`src/rtl/board_lock_module.sv`:
```
// board_lock_module: playfield store and piece-lock engine.
// A landed piece (four 4-bit row bitmaps plus a board position) is ORed into
// the board over four WRITE cycles. A COMPACT sweep then copies non-full rows
// downward, and FILL zeroes the rows vacated at the top.
// Ports:
//   clk, rst            clock, asynchronous active-high reset
//   start, clear_board  lock request / board wipe, sampled only when idle
//   piece_x, piece_y    board column of bitmap bit 0, board row of pixels0
//   pixels0..pixels3    piece rows, bit c = column offset c
//   rd_row, rd_data     combinational renderer read port (0 beyond the board)
//   busy, done          lock in progress / one-cycle completion pulse
//   lines_cleared       rows removed by the last lock
//   out_of_bounds       last lock dropped at least one set pixel
module board_lock_module #(
    parameter int unsigned BOARD_W = 10,
    parameter int unsigned BOARD_H = 20
) (
    input  logic               clk,
    input  logic               rst,
    input  logic               start,
    input  logic               clear_board,
    input  logic [3:0]         piece_x,
    input  logic [4:0]         piece_y,
    input  logic [3:0]         pixels0,
    input  logic [3:0]         pixels1,
    input  logic [3:0]         pixels2,
    input  logic [3:0]         pixels3,
    input  logic [4:0]         rd_row,
    output logic [BOARD_W-1:0] rd_data,
    output logic               busy,
    output logic               done,
    output logic [2:0]         lines_cleared,
    output logic               out_of_bounds
);

    // Wide enough for a 4-bit row shifted by up to 15 columns.
    localparam int unsigned ShW = BOARD_W + 19;

    typedef enum logic [2:0] {StIdle, StWrite, StCompact, StFill, StDone} state_e;

    state_e             state_q;
    logic [BOARD_W-1:0] board_q [BOARD_H];
    logic [3:0]         pix_q [4];
    logic [3:0]         px_q;
    logic [4:0]         py_q;
    logic [1:0]         wr_r_q;
    logic [4:0]         src_q;
    logic [4:0]         dst_q;
    logic [2:0]         k_q;
    logic               oob_q;

    // Write-path decode for the current WRITE row.
    logic [3:0]         pix_sel;
    logic [5:0]         wr_row;
    logic               row_ok;
    logic [ShW-1:0]     wide;
    logic [BOARD_W-1:0] wr_bits;
    logic               wr_oob;
    logic               src_full;

    always_comb begin
        pix_sel  = pix_q[wr_r_q];
        wr_row   = {1'b0, py_q} + {4'b0000, wr_r_q};
        row_ok   = wr_row < 6'(BOARD_H);
        wide     = {{(ShW-4){1'b0}}, pix_sel} << px_q;
        wr_bits  = wide[BOARD_W-1:0];
        // Any set pixel that misses the board in either direction is dropped.
        wr_oob   = (pix_sel != 4'b0000) && (!row_ok || (|wide[ShW-1:BOARD_W]));
        src_full = &board_q[src_q];
    end

    always_comb begin
        rd_data = '0;
        if (rd_row < 5'(BOARD_H)) begin
            rd_data = board_q[rd_row];
        end
    end

    always_ff @(posedge clk or posedge rst) begin
        if (rst) begin
            state_q       <= StIdle;
            for (int i = 0; i < BOARD_H; i++) begin
                board_q[i] <= '0;
            end
            for (int i = 0; i < 4; i++) begin
                pix_q[i] <= '0;
            end
            px_q          <= '0;
            py_q          <= '0;
            wr_r_q        <= '0;
            src_q         <= '0;
            dst_q         <= '0;
            k_q           <= '0;
            oob_q         <= 1'b0;
            busy          <= 1'b0;
            done          <= 1'b0;
            lines_cleared <= '0;
            out_of_bounds <= 1'b0;
        end else begin
            done <= 1'b0;
            unique case (state_q)
                StIdle: begin
                    if (clear_board) begin
                        for (int i = 0; i < BOARD_H; i++) begin
                            board_q[i] <= '0;
                        end
                    end else if (start) begin
                        pix_q[0] <= pixels0;
                        pix_q[1] <= pixels1;
                        pix_q[2] <= pixels2;
                        pix_q[3] <= pixels3;
                        px_q     <= piece_x;
                        py_q     <= piece_y;
                        wr_r_q   <= '0;
                        oob_q    <= 1'b0;
                        busy     <= 1'b1;
                        state_q  <= StWrite;
                    end
                end
                StWrite: begin
                    if (row_ok) begin
                        board_q[wr_row[4:0]] <= board_q[wr_row[4:0]] | wr_bits;
                    end
                    if (wr_oob) begin
                        oob_q <= 1'b1;
                    end
                    wr_r_q <= wr_r_q + 2'd1;
                    if (wr_r_q == 2'd3) begin
                        src_q   <= 5'(BOARD_H - 1);
                        dst_q   <= 5'(BOARD_H - 1);
                        k_q     <= '0;
                        state_q <= StCompact;
                    end
                end
                StCompact: begin
                    // dst never runs below src, so the copy target is always on the board.
                    if (src_full) begin
                        k_q <= k_q + 3'd1;
                    end else begin
                        board_q[dst_q] <= board_q[src_q];
                        dst_q          <= dst_q - 5'd1;
                    end
                    src_q <= src_q - 5'd1;
                    if (src_q == 5'd0) begin
                        if (src_full || (k_q != 3'd0)) begin
                            state_q <= StFill;
                        end else begin
                            done          <= 1'b1;
                            lines_cleared <= k_q;
                            out_of_bounds <= oob_q;
                            state_q       <= StDone;
                        end
                    end
                end
                StFill: begin
                    // dst enters at k-1, so stopping at row 0 gives exactly k cycles.
                    board_q[dst_q] <= '0;
                    dst_q          <= dst_q - 5'd1;
                    if (dst_q == 5'd0) begin
                        done          <= 1'b1;
                        lines_cleared <= k_q;
                        out_of_bounds <= oob_q;
                        state_q       <= StDone;
                    end
                end
                StDone: begin
                    busy    <= 1'b0;
                    state_q <= StIdle;
                end
                default: begin
                    busy    <= 1'b0;
                    state_q <= StIdle;
                end
            endcase
        end
    end

endmodule
```
`config.mk`:
```
export PLATFORM = sky130hd
export DESIGN_NAME = board_lock_module
export DESIGN_NICKNAME = d
export VERILOG_FILES = /design/src/rtl/board_lock_module.sv
export SDC_FILE = /design/constraint.sdc
export NUM_CORES = 1
export LEC_CHECK = 0
export ABC_AREA = 1
export CORE_UTILIZATION = 40
export CTS_BUF_LIST = sky130_fd_sc_hd__clkbuf_4 sky130_fd_sc_hd__clkbuf_8 sky130_fd_sc_hd__clkbuf_16
export CTS_CLUSTER_SIZE = 24
export DETAILED_ROUTE_END_ITERATION = 10
export GPL_ROUTABILITY_DRIVEN = 1
export PLACE_DENSITY = 0.63
export SETUP_SLACK_MARGIN = 0.05
export SLEW_MARGIN = 5
export SYNTH_ARGS = -nofsm -noshare
export SYNTH_HDL_FRONTEND = slang
export SYNTH_SLANG_ARGS = --single-unit
```
`constraint.sdc`:
```
create_clock -name clk -period 18.7 [get_ports clk]
set_input_delay 4.675 -clock clk [delete_from_list [all_inputs] [get_ports clk]]
set_output_delay 4.675 -clock clk [all_outputs]
set_load 0.05 [all_outputs]
```
==> key figures <==
Detailed routing
  – DRC: 0
  – Met2 wire len: 44500 um
  – Number of DRC markers in iteration 0: 4561
  – Routed vias/inst: 6.27
  – M1 wire length: 43500 um
  – Post-DR wirelength/cell: 25.8 um
  – Routed vias: 27000
  – Highest Signal Layer: met5
  – Antenna viol nets, final: 0
  – Met3 routed WL: 15600 um
  – DRT Pass-1 Iters: 7
  – Routed WL: 111000 um

Floorplanning
  – Ports: 50
  – Die X-Extent: 238 um
  – Placeable Area: 55100 um2
  – Die extent in y: 238 um
  – DIE AREA: 56700 um2
  – Initial Util: 0.405
  – Row cnt: 86

Timing
  – Worst-Margin Slew: 1.19 ns
  – Final slew viol count: 0
  – Final setup viols: 0
  – Period utilisation layout: 0.677
  – Clock skew: 0.0247 ns
  – Setup tns final: 0 ns
  – Worst slew margin: 0.200
  – Minimum clock period: 12.66 ns
  – Fmax: 79.0 MHz
  – RSZ-0062 raised after global routing: false
  – Final hold vios: 0
  – Hold Slack: 0.477 ns

Logic synthesis
  – Mapped Area: 22300 um2
  – Cells after Synth: 3690
  – Ys flop type: dfrtp_1
  – Syn_nets: 3736
  – Register area share after synthesis: 0.280
  – EDFF count, synth: 0
  – Yosys top cell area share: 0.280
  – #FFs+latches synth: 250
  – Top cells by area, synth: dfrtp_1 (28%), nand2_1 (25%), a21oi_1 (7.7%)
  – Leading area contributor after synthesis: dfrtp_1
  – Synth Warn #: 0
  – Mean area per synthesized cell: 6.05 um2
  – Post-synth cell types: 44
  – Post-synthesis async set-or-reset flop share: 1.00

Setup path
  – Critical-path top delay cell: clkdlybuf4s50_1
  – Worst EP arrival: 7.99 ns
  – Crit. End Element: output port
  – Crit path required time: 14.03 ns
  – Cell chain of the critical path: buf_2, buf_4, inv_2, buf_4, a21oi_1, o21ai_0, nand3_1, nand3_1, a31oi_1, a31o_2, clkdlybuf4s50_1
  – Startpoint class of the critical path: primary input
  – Setup CP Type: primary input to output port
  – Largest stage delay, worst path: 0.81 ns
  – Register-to-register setup slack: 11.99 ns
  – Crit path buffers/inverters: 5
  – Top Family by Delay on Critical Path: buffers and inverters
  – Max Fanout on Critical Path: 101

Placement
  – Port bufs: 49
  – Final HPWL DP: 72400 um
  – Placer Congestion: 1.04
  – Dpl cell area: 22700 um2
  – Post-placement cell count: 4239

Layout
  – Layout area overhead: 6.32%
  – Most common cell after layout, fill and taps aside: nand2_1
  – Final non-filler cell total: 4297
  – FF/Latch Area: 6260 um2
  – Nets@finish: 3570
  – Most frequent cells in the layout: nand2_1 (1497), a21oi_1 (342), nand3_1 (326), inv_1 (270), dfrtp_1 (248)
  – Cell area after layout: 23700 um2
  – Area of the multi-input gates: 13600 um2
  – Layout cells sized above 1: 0.0491
  – FILL cells: 6070

Clock network
  – # resized after CTS: 0
  – Clock Tree Buf Depth: 3
  – Post-CTS Setup Bufs: 0
  – CTS Sinks: 250
  – Clk Latency, worst-skew pair: 0.61 ns
  – Root buffer cell: clkbuf_16
  – H-tree Lvls: 1
  – Total CTS buffers: 31
  – Worst-path clk slew: 0.06 ns
  – TritonCTS clock tree: yes
  – Cts hold-fix bufs: 0

Flow run
  – Max-Cap Viols: 0

GRT
  – Number of global-route vias before repair: 24000
  – Largest net degree at the start of global routing: 118
  – Overall routing resource usage: 0.381
  – GRT overflow: 0
  – First-pass GRT wire length: 162000 um
  – Initial antenna violation count: 2

Worst hold path
  – HP Class: register to register

Status
  – Status: finished, final reports clean
## path summary, 6_finish.rpt
path                            from      endpoint  cells after the start
min                        pix_q[10]     pix_q[10]                      2
max in group asynchronous        rst   board_q[39]                      3
min reg2reg                pix_q[10]     pix_q[10]                      2
min in group asynchronous        rst  board_q[181]                      2
max reg2reg                 src_q[0]  board_q[144]                     19
max                        rd_row[0]    rd_data[0]                     11
## state kept, by name, indices dropped and copies added (netlist names)
register and flops:
k_q 3, board_q 200, dst_q 5, py_q 5
wr_r_q 2, busy 1, px_q 4, oob_q 1
out_of_bounds 1, lines_cleared 3, src_q 5, done 1
state_q 3, pix_q 16
## cells by family after synthesis
group	Yosys count	synth area share
adders and majority gates	12	0.00706
DFF	250	0.280
muxes	1	0.000449
AOI/OAI and AO/OA	870	0.239
xor gates and xnor gates	4	0.00191
and+or+nand+nor	1974	0.358
buffers and inverters	579	0.114
## worst register-to-register path, delay by kind of cell, from the launching register on
family / cells / cell delay (ns)
simple gates: 14 / 2.71
buf+inv: 5 / 3.22
flops: 1 / 0.73
## area by class of cell
type                            count  share of cell area
Clock buffer                       42              0.0372
Tap cell                          748              0.0394
Inverter                          286              0.0463
Clock inverter                     14             0.00580
Timing Repair Buffer               94              0.0345
Multi-Input combinational cell   2861               0.573
Sequential cell                   250               0.264
Antenna cell                        2            0.000211
## per-layer routing
layer | up-vias | track usage
li1 | 12000 | -
met1 | 12400 | 0.522
met2 | 2038 | 0.536
met3 | 460 | 0.107
met4 | 2 | 0.213
met5 | - | 0
## stage by stage
stage | setup slack [ns] | utilization
after global routing | 5.96 | 0.431
after floorplan | 7.15 | -
after global placement | 6.21 | 0.412
after CTS | 6.18 | 0.431
after detailed placement | 6.19 | 0.412
final | 6.04 | 0.431
## cell usage after synthesis, drive strengths merged (9+ instances only)
library cell  instances
o21ai               212
a31oi                10
nand3               333
o22ai                64
nor3                 16
a32oi               190
a31o                 10
o211ai                9
a221oi                9
nand2              1506
dfrtp               250
o2111ai              11
inv                 282
a21oi               342
nor2                106
buf                 123
clkbuf              170
nand4                10
ha                   11
Power is not shown: default switching activity piles up to over one toggle a cycle in this logic, so the estimate is an artifact.
